$ cat config.mk
export PLATFORM = sky130hd
export DESIGN_NAME = cla_sum_stage_flat
export DESIGN_NICKNAME = d
export VERILOG_FILES = /design/src/rtl/alu_pkg.sv /design/src/rtl/cla_sum_stage_if.sv /design/src/rtl/cla_group_sum.sv /design/src/rtl/cla_sum_stage.sv /design/src/flat_wrapper.sv
export SDC_FILE = /design/constraint.sdc
export NUM_CORES = 1
export LEC_CHECK = 0
export ABC_AREA = 0
export CAP_MARGIN = 0
export CORE_UTILIZATION = 39
export DETAILED_ROUTE_END_ITERATION = 10
export GPL_ROUTABILITY_DRIVEN = 0
export PLACE_DENSITY = 0.88
export RECOVER_POWER = 25
export SLEW_MARGIN = 20
export SYNTH_ARGS = -nofsm -noshare
export SYNTH_HDL_FRONTEND = slang
export SYNTH_HIERARCHICAL = 1
export SYNTH_SLANG_ARGS = --single-unit
export TNS_END_PERCENT = 20
$ cat constraint.sdc
create_clock -name clk -period 2.73 [get_ports clk]
set_input_delay 0.4095 -clock clk [delete_from_list [all_inputs] [get_ports clk]]
set_output_delay 0.4095 -clock clk [all_outputs]
set_load 0.02 [all_outputs]
$ cat src/rtl/alu_pkg.sv
// Shared ALU constants and the result flag bundle used by the adder stages.
package alu_pkg;

  localparam int unsigned ALU_WIDTH = 32;
  localparam int unsigned CLA_GROUP = 4;

  typedef struct packed {
    logic neg;
    logic zero;
    logic cout;
    logic ovf;
  } alu_flags_t;

endpackage

$ cat src/rtl/cla_sum_stage_if.sv
// G/P/C input handshake and registered sum/flag output bus of cla_sum_stage.
interface cla_sum_stage_if
  import alu_pkg::*;
#(
  parameter int unsigned WIDTH = ALU_WIDTH,
  parameter int unsigned TAG_W = 4
);

  localparam int unsigned NGROUP = WIDTH / CLA_GROUP;

  logic              in_valid;
  logic              in_ready;
  logic [WIDTH-1:0]  in_g;
  logic [WIDTH-1:0]  in_p;
  logic [NGROUP:0]   in_c;
  logic [TAG_W-1:0]  in_tag;

  logic              out_valid;
  logic              out_ready;
  logic [WIDTH-1:0]  out_sum;
  logic [TAG_W-1:0]  out_tag;
  logic              out_cout;
  logic              out_ovf;
  logic              out_zero;
  logic              out_neg;

  modport master (
    output in_valid, in_g, in_p, in_c, in_tag, out_ready,
    input  in_ready, out_valid, out_sum, out_tag,
    input  out_cout, out_ovf, out_zero, out_neg
  );

  modport slave (
    input  in_valid, in_g, in_p, in_c, in_tag, out_ready,
    output in_ready, out_valid, out_sum, out_tag,
    output out_cout, out_ovf, out_zero, out_neg
  );

endinterface

$ cat src/rtl/cla_group_sum.sv
// 4-bit in-group carry ripple and sum from per-bit generate/propagate and group carry-in.
module cla_group_sum
  import alu_pkg::*;
(
  input  logic [CLA_GROUP-1:0] g,
  input  logic [CLA_GROUP-1:0] p,
  input  logic                 cin,
  output logic [CLA_GROUP-1:0] sum_c,
  output logic                 cout_c
);

  logic [CLA_GROUP:0] c;

  always_comb begin
    c    = '0;
    c[0] = cin;
    for (int i = 0; i < int'(CLA_GROUP); i++) begin
      c[i+1] = g[i] | (p[i] & c[i]);
    end
  end

  assign sum_c  = p ^ c[CLA_GROUP-1:0];
  assign cout_c = c[CLA_GROUP];

endmodule

$ cat src/rtl/cla_sum_stage.sv
// Registered CLA sum-and-flags stage with valid/ready handshake and 1-cycle latency.
// Optional skid entry decoupling in_ready from out_ready: define CLA_SUM_SKID_EN.
module cla_sum_stage
  import alu_pkg::*;
#(
  parameter int unsigned WIDTH = ALU_WIDTH,
  parameter int unsigned TAG_W = 4
) (
  input  logic              clk,
  input  logic              rst,
  cla_sum_stage_if.slave    bus
);

  localparam int unsigned NGROUP = WIDTH / CLA_GROUP;

  logic [WIDTH-1:0]  sum_c;
  logic [NGROUP-1:0] grp_cout_c;
  alu_flags_t        flags_c;
  logic              unused_ok;

  logic              out_valid_q;
  logic [WIDTH-1:0]  out_sum_q;
  logic [TAG_W-1:0]  out_tag_q;
  alu_flags_t        out_flags_q;

  logic              accept;
  logic              consume;

  for (genvar k = 0; k < int'(NGROUP); k++) begin : g_grp
    cla_group_sum u_grp (
      .g      (bus.in_g[k*CLA_GROUP +: CLA_GROUP]),
      .p      (bus.in_p[k*CLA_GROUP +: CLA_GROUP]),
      .cin    (bus.in_c[k]),
      .sum_c  (sum_c[k*CLA_GROUP +: CLA_GROUP]),
      .cout_c (grp_cout_c[k])
    );
  end

  // Only the top group's ripple matters (for ovf); the others are implied by in_c.
  assign unused_ok = ^grp_cout_c;

  // c[WIDTH-1] is recovered from the top sum bit: sum = p ^ c.
  always_comb begin
    flags_c      = '0;
    flags_c.neg  = sum_c[WIDTH-1];
    flags_c.zero = ~|sum_c;
    flags_c.cout = bus.in_c[NGROUP];
    flags_c.ovf  = (sum_c[WIDTH-1] ^ bus.in_p[WIDTH-1]) ^ grp_cout_c[NGROUP-1];
  end

  assign accept  = bus.in_valid & bus.in_ready;
  assign consume = out_valid_q & bus.out_ready;

`ifdef CLA_SUM_SKID_EN
  logic              skid_valid_q;
  logic [WIDTH-1:0]  skid_sum_q;
  logic [TAG_W-1:0]  skid_tag_q;
  alu_flags_t        skid_flags_q;

  assign bus.in_ready = ~skid_valid_q & ~rst;

  // Output register refills from skid first; a stalled accept parks in skid.
  always_ff @(posedge clk) begin
    if (rst) begin
      out_valid_q  <= 1'b0;
      out_sum_q    <= '0;
      out_tag_q    <= '0;
      out_flags_q  <= '0;
      skid_valid_q <= 1'b0;
      skid_sum_q   <= '0;
      skid_tag_q   <= '0;
      skid_flags_q <= '0;
    end else if (!out_valid_q || consume) begin
      if (skid_valid_q) begin
        out_sum_q    <= skid_sum_q;
        out_tag_q    <= skid_tag_q;
        out_flags_q  <= skid_flags_q;
        skid_valid_q <= 1'b0;
      end else if (accept) begin
        out_valid_q  <= 1'b1;
        out_sum_q    <= sum_c;
        out_tag_q    <= bus.in_tag;
        out_flags_q  <= flags_c;
      end else begin
        out_valid_q  <= 1'b0;
      end
    end else if (accept) begin
      skid_valid_q <= 1'b1;
      skid_sum_q   <= sum_c;
      skid_tag_q   <= bus.in_tag;
      skid_flags_q <= flags_c;
    end
  end
`else
  assign bus.in_ready = (~out_valid_q | bus.out_ready) & ~rst;

  always_ff @(posedge clk) begin
    if (rst) begin
      out_valid_q <= 1'b0;
      out_sum_q   <= '0;
      out_tag_q   <= '0;
      out_flags_q <= '0;
    end else if (accept) begin
      out_valid_q <= 1'b1;
      out_sum_q   <= sum_c;
      out_tag_q   <= bus.in_tag;
      out_flags_q <= flags_c;
    end else if (consume) begin
      out_valid_q <= 1'b0;
    end
  end
`endif

  assign bus.out_valid = out_valid_q;
  assign bus.out_sum   = out_sum_q;
  assign bus.out_tag   = out_tag_q;
  assign bus.out_neg   = out_flags_q.neg;
  assign bus.out_zero  = out_flags_q.zero;
  assign bus.out_cout  = out_flags_q.cout;
  assign bus.out_ovf   = out_flags_q.ovf;

endmodule

$ cat src/flat_wrapper.sv
// flat-port wrapper written by rule: the top's interface ports become plain ports
module cla_sum_stage_flat import alu_pkg::*;
#(
  parameter int unsigned WIDTH = ALU_WIDTH,
  parameter int unsigned TAG_W = 4
)
  (clk, rst, bus_in_valid, bus_in_g, bus_in_p, bus_in_c, bus_in_tag, bus_out_ready, bus_in_ready, bus_out_valid, bus_out_sum, bus_out_tag, bus_out_cout, bus_out_ovf, bus_out_zero, bus_out_neg);
  cla_sum_stage_if #(.WIDTH(WIDTH), .TAG_W(TAG_W)) bus_i ();
  input  logic clk;
  input  logic rst;
  input wire logic [$bits(bus_i.in_valid)-1:0] bus_in_valid;
  input wire logic [$bits(bus_i.in_g)-1:0] bus_in_g;
  input wire logic [$bits(bus_i.in_p)-1:0] bus_in_p;
  input wire logic [$bits(bus_i.in_c)-1:0] bus_in_c;
  input wire logic [$bits(bus_i.in_tag)-1:0] bus_in_tag;
  input wire logic [$bits(bus_i.out_ready)-1:0] bus_out_ready;
  output wire logic [$bits(bus_i.in_ready)-1:0] bus_in_ready;
  output wire logic [$bits(bus_i.out_valid)-1:0] bus_out_valid;
  output wire logic [$bits(bus_i.out_sum)-1:0] bus_out_sum;
  output wire logic [$bits(bus_i.out_tag)-1:0] bus_out_tag;
  output wire logic [$bits(bus_i.out_cout)-1:0] bus_out_cout;
  output wire logic [$bits(bus_i.out_ovf)-1:0] bus_out_ovf;
  output wire logic [$bits(bus_i.out_zero)-1:0] bus_out_zero;
  output wire logic [$bits(bus_i.out_neg)-1:0] bus_out_neg;
  assign bus_i.in_valid = bus_in_valid;
  assign bus_i.in_g = bus_in_g;
  assign bus_i.in_p = bus_in_p;
  assign bus_i.in_c = bus_in_c;
  assign bus_i.in_tag = bus_in_tag;
  assign bus_i.out_ready = bus_out_ready;
  assign bus_in_ready = bus_i.in_ready;
  assign bus_out_valid = bus_i.out_valid;
  assign bus_out_sum = bus_i.out_sum;
  assign bus_out_tag = bus_i.out_tag;
  assign bus_out_cout = bus_i.out_cout;
  assign bus_out_ovf = bus_i.out_ovf;
  assign bus_out_zero = bus_i.out_zero;
  assign bus_out_neg = bus_i.out_neg;
  cla_sum_stage #(.WIDTH(WIDTH), .TAG_W(TAG_W)) u_core (.clk(clk), .rst(rst), .bus(bus_i));
endmodule
==> results of run 1 <==
## state kept, by name, indices dropped and copies added (netlist names)
name and count:
u_core/bus.out_sum 32, u_core/bus.out_tag 4, u_core/bus.out_cout 1, u_core/bus.out_ovf 1
u_core/bus.out_valid 1, u_core/bus.out_zero 1
## layer usage
| layer | track usage [%] | vias up |
|---|---|---|
| met1 | 22.5 | 908 |
| met4 | 5.58 | 0 |
| met3 | 7.19 | 7 |
| met5 | 0 | - |
| li1 | - | 1040 |
| met2 | 35.1 | 66 |
## critical path, cell delays in order
cell	delay [ns]
clkdlybuf4s50_1	0.42
ha_1	0.19
or2_1	0.20
ha_1	0.17
or2_1	0.20
ha_1	0.17
or2_1	0.26
ha_4	0.24
nor4_4	0.21
nand3_1	0.13
o31ai_2	0.23
## power by group through the flow
stage	logic (mW)	registers (mW)	clock network, mW
after detailed placement	0.472	0.676	0
after CTS	0.499	0.663	0.376
final	0.525	0.662	0.367
after global routing	0.566	0.669	0.403
after global placement	0.462	0.674	0
after floorplan	0.150	0.740	0
## worst max-delay path by stage
stage                       from             endpoint
global route         bus_in_p[0]  u_core/bus.out_zero
finish               bus_in_p[0]  u_core/bus.out_zero
detailed placement  bus_in_p[24]  u_core/bus.out_zero
global placement    bus_in_p[24]  u_core/bus.out_zero
floorplan           bus_in_p[28]  u_core/bus.out_zero
CTS                  bus_in_c[4]  u_core/bus.out_zero
## final cells by class
cell class	count	area, sq um	area share (%)
clock buffer	6	72.6	1.96
clock inverter	1	5.00	0.135
multi-input combinational	192	1510	40.7
sequential	40	801	21.7
tap	70	87.6	2.37
timing repair buffer	122	1230	33.2
## repair_timing
| item | CTS | global route |
|---|---|---|
| gates resized for setup | 11 | 40 |
| hold buffers | 0 | 0 |
| pin swaps | 8 | 36 |
| buffers inserted | 0 | 1 |
| hold endpoints to repair | 0 | 0 |
| endpoints found under the setup margin | 1 | 2 |
| cloned | 0 | 0 |
## stage by stage
stage	cells	power [mW]	hold slack (ns)
after CTS	430	1.54	0.476
after detailed placement	423	1.15	0.465
after global routing	431	1.64	0.488
final	431	1.55	0.471
after global placement	423	1.14	0.458
after floorplan	245	0.890	0.518
==> reports/metrics.cfg, run 1 <==
[drt]
m1WireLength_um = 2380
routedWlPerCell_um = 13.3
dr_wl_met2_um = 2890
vias_per_cell = 4.69
routed_wl_um = 5750
ant_nets = 0
drt_iter0_drc = 63
route.detailed.drc = 0
met3WireLength_um = 412
dr.pass1.iters = 4
maxUsedRoutingLayer = met4
vias = 2021

[job]
cap_violations = 0

[placement]
hpwl_um = 4360
place_area_sq_um = 3370
port_buffers = 115
pre_cts_ws_ns = -0.482

[yosys]
synth_area_sq_um = 2150
synth_nets = 358
yosys_warnings = 6
syn_avg_cell_area_sq_um = 8.79
synth_cells = 245

[critical_path]
r2r-end = u_core/bus.out_zero
critPathMaxFanout = 2
cp.arrival_ns = 2.84
cp.required_ns = 2.93
critPathCaptureType = flop
reg2reg_from = u_core/bus.out_valid
start_kind = input pin
reg2reg_setup_slack_ns = 1.32
path_class = input pin to flop
r2r_cells = 5

[worst_hold_path]
hold_class = flop to flop
holdPathEnd = u_core/bus.out_sum[15]
hp-start = u_core/bus.out_sum[15]
hold_path_depth = 2

[sta]
finalCriticalPeriod_ns = 2.64
worst_slew_pin_slew_ns = 0.601
fin_crit_sh_pct = 96.7
fmaxAchievable_ghz = 0.379
finClkSkew_ns = 0.00793
worst_slack_ns = 0.0896
hold_viol = 0
finalSetupViolations = 0
drv_slew = 0
rsz0062_at_grt = false
slew_headroom_pct = 59.9
tns_ns = 0

[grt]
grt-ovfl-total = 0
grt_pass1_wl_um = 9290
grt_pass1_vias = 2038
grt_usage_pct = 19.9
grt_start_max_net_pins = 28
antenna_found_initial = 0

[pwr]
seq_power_share_pct = 42.6
p_switching_mw = 0.455
p_int_mw = 1.10
vdd_drop_max_uv = 368
combPwrFrac_pct = 33.8
power_density_nw_per_um2 = 420
pwr-share-clk_pct = 23.6
power_leakage_nw = 1.47
switching_share_pct = 29.3

[clock_tree]
cts_htree_levels = 2
cts_buffers = 5
cts_root_buf = clkbuf_8
clockBufferDepth = 2
cts_tree = yes
cts_sinks = 40
path_clk_slew_ns = 0.08
clkLatencyLatePin_ns = 0.29

[layout]
drive_gt1_share_pct = 14.1
final_nets = 474
final_area_sq_um = 3700
antennaDiodeCount = 0
fillers = 404
area_growth_pct = 71.8
finish.utilization_pct = 71.1
final_common_cell = clkdlybuf4s50_1
final_cell_mix = 85 x clkdlybuf4s50_1, 40 x dfxtp_1, 38 x nand2b_1, 38 x nand2_1, 38 x o21ai_0

[floorplan]
die_w_um = 76.3
pin_count = 123
placementRows = 26
start_util_pct = 41.4
die-area_sq_um = 5820
core_sq_um = 5200
die_h_um = 76.3

[run_status]
status = finished, final reports clean

Note: power is estimated with default switching activity, not from simulation.
==> run 2: changes to the inputs <==
--- a/config.mk
+++ b/config.mk
@@ -10,8 +10,10 @@
 export CORE_UTILIZATION = 39
 export DETAILED_ROUTE_END_ITERATION = 10
 export GPL_ROUTABILITY_DRIVEN = 0
+export MAX_ROUTING_LAYER = met4
 export PLACE_DENSITY = 0.88
 export RECOVER_POWER = 25
+export SETUP_SLACK_MARGIN = 0.1
 export SLEW_MARGIN = 20
 export SYNTH_ARGS = -nofsm -noshare
 export SYNTH_HDL_FRONTEND = slang
==> run 2 against run 1 <==
Net effect: routed wire length increased by 2.4%; combinational power increased by 1%; critical path depth unchanged; critical endpoint unchanged; largest cell class unchanged; largest power group unchanged.
==> reports/metrics.cfg, run 2 (same netlist as run 1, synthesis figures left out) <==
[floorplan]
die_w_um = 76.3  ; unchanged
start_util_pct = 41.4  ; unchanged
die-area_sq_um = 5820  ; unchanged
core_sq_um = 5200  ; unchanged
die_h_um = 76.3  ; unchanged
pin_count = 123  ; unchanged
placementRows = 26  ; unchanged

[grt]
grt-ovfl-total = 0  ; unchanged
antenna_found_initial = 0  ; unchanged
grt_pass1_wl_um = 9360  ; was 9290 um
grt_usage_pct = 20.8  ; was 19.9%
grt_pass1_vias = 2055  ; was 2038
grt_start_max_net_pins = 28  ; unchanged

[placement]
hpwl_um = 4360  ; unchanged
port_buffers = 115  ; unchanged
pre_cts_ws_ns = -0.482  ; unchanged

[layout]
area_growth_pct = 72.1  ; was 71.8%
drive_gt1_share_pct = 15.2  ; was 14.1%
final_nets = 474  ; unchanged
fillers = 405  ; was 404
final_cell_mix = 79 x clkdlybuf4s50_1, 40 x dfxtp_1, 38 x nand2b_1, 38 x nand2_1, 37 x o21ai_0  ; was 85 x clkdlybuf4s50_1, 40 x dfxtp_1, 38 x nand2b_1, 38 x nand2_1, 38 x o21ai_0
final_common_cell = clkdlybuf4s50_1  ; unchanged
largest_reg_flops = 32  ; unchanged
finish.utilization_pct = 71.2  ; was 71.1%
antennaDiodeCount = 0  ; unchanged

[clock_tree]
cts_buffers = 5  ; unchanged
hold_buffers = 0  ; unchanged
cts_htree_levels = 2  ; unchanged
clockBufferDepth = 2  ; unchanged
clkLatencyLatePin_ns = 0.29  ; about the same
path_clk_slew_ns = 0.08  ; about the same
cts_sinks = 40  ; unchanged
cts_root_buf = clkbuf_8  ; unchanged
cts_tree = yes  ; unchanged

[critical_path]
crit_family = simple AND/OR/NAND/NOR gates  ; unchanged
critPathMaxFanout = 2  ; unchanged
path_class = input pin to flop  ; unchanged
worst_path_max_delay_cell = o31ai_2  ; was clkdlybuf4s50_1
cp.required_ns = 2.93  ; about the same
start_kind = input pin  ; unchanged
critPathCaptureType = flop  ; unchanged
slowest_delay_ns = 0.28  ; was 0.42 ns
cp.arrival_ns = 2.76  ; was 2.84 ns
critical_path.cell_chain = dlygate4sd2_1 > ha_1 > or2_1 > ha_1 > or2_1 > ha_1 > or2_1 > ha_4 > nor4_4 > nand4_1 > o31ai_2  ; was clkdlybuf4s50_1 > ha_1 > or2_1 > ha_1 > or2_1 > ha_1 > or2_1 > ha_4 > nor4_4 > nand3_1 > o31ai_2
path_buf_inv = 1  ; unchanged

[sta]
rsz0062_at_grt = false  ; unchanged
hold_slack_ns = 0.472  ; was 0.471 ns
fin_crit_sh_pct = 93.7  ; was 96.7%
fmaxAchievable_ghz = 0.391  ; was 0.379 GHz
hold_viol = 0  ; unchanged
finClkSkew_ns = 0.00763  ; was 0.00793 ns
drv_slew = 0  ; unchanged
finalSetupViolations = 0  ; unchanged
finalCriticalPeriod_ns = 2.56  ; was 2.64 ns
worst_slack_ns = 0.173  ; was 0.0896 ns
worst_slew_pin_slew_ns = 0.593  ; was 0.601 ns
slew_headroom_pct = 60.4  ; was 59.9%

[drt]
routedWlPerCell_um = 13.7  ; was 13.3 um
vias_per_cell = 4.70  ; was 4.69
drt_iter0_drc = 97  ; was 63
routed_wl_um = 5890  ; was 5750 um
route.detailed.drc = 0  ; unchanged
dr.pass1.iters = 4  ; unchanged
vias = 2026  ; was 2021
ant_nets = 0  ; unchanged

[pwr]
p_int_mw = 1.10  ; about the same
switching_share_pct = 29.5  ; was 29.3%
power_density_nw_per_um2 = 421  ; was 420 nW/um^2
combPwrFrac_pct = 34.0  ; was 33.8%
seq_power_share_pct = 42.5  ; was 42.6%
power_leakage_nw = 1.47  ; about the same
pwr-share-clk_pct = 23.6  ; about the same
vdd_drop_max_uv = 364  ; was 368 uV
p_switching_mw = 0.460  ; was 0.455 mW

[job]
cap_violations = 0  ; unchanged

[run_status]
status = finished, final reports clean  ; unchanged

[worst_hold_path]
hold_class = flop to flop  ; unchanged

run 2: cell types whose count changed in the layout (fill, tap and decap cells not counted), sizes merged:
cell           before  now
dlygate4sd2         0    6
clkbuf              7    9
clkdlybuf4s50      85   79
dlymetal6s2s       11    9
run 2: cell type report:
type | instances | area (sq um) | area share, %
well taps | 70 | 87.6 | 2.36
multi-input cells | 192 | 1530 | 41.4
clock inverters | 1 | 5.00 | 0.135
clock buffers | 6 | 72.6 | 1.96
flip-flops and latches | 40 | 801 | 21.6
repair buffers | 122 | 1200 | 32.5
run 2: power by group through the flow:
stage / registers [mW] / clock network [mW] / logic (mW)
6_report: 0.662 / 0.367 / 0.530
5_1_grt: 0.669 / 0.404 / 0.571
4_1_cts: 0.663 / 0.376 / 0.514
3_5_place_dp: 0.676 / 0 / 0.472
3_3_place_gp: 0.674 / 0 / 0.462
2_1_floorplan: 0.740 / 0 / 0.150
run 2: through the flow:
stage	cell area [sq um]	total power [mW]	instances	TNS (ns)
floorplan	2150	0.890	245	0
detailed placement	3370	1.15	423	-0.700
finish	3700	1.56	431	0
CTS	3600	1.55	430	0
global route	3700	1.64	431	0
global placement	3370	1.14	423	-0.579
run 2: what timing repair did:
action	CTS	global route
setup endpoints to repair	2	2
pin swaps	23	39
setup buffers	0	1
resized for setup	29	33
run 2: worst min-delay path: cells and delay by family, from the launching register on:
family | cells | cell delay (ns)
AND/OR/NAND/NOR | 1 | 0.06
AO/OA/AOI/OAI | 1 | 0.06
flip-flops | 1 | 0.31
run 2: worst paths after layout:
path	start	slack (ns)	cells after the start	endpoint
max	bus_in_c[4]	0.17	11	u_core/bus.out_zero
min	u_core/bus.out_sum[15]	0.47	2	u_core/bus.out_sum[15]
max reg2reg	u_core/bus.out_valid	1.31	5	u_core/bus.out_zero
min reg2reg	u_core/bus.out_sum[15]	0.47	2	u_core/bus.out_sum[15]
run 2: layer usage:
layer | vias to the layer above | global-route usage (%) | part of all wire (%)
met5 | - | - | 0
met4 | 0 | 5.96 | 1.1
met3 | 7 | 5.87 | 6.1
met2 | 64 | 36.5 | 51
met1 | 916 | 22.8 | 42
li1 | 1039 | - | -
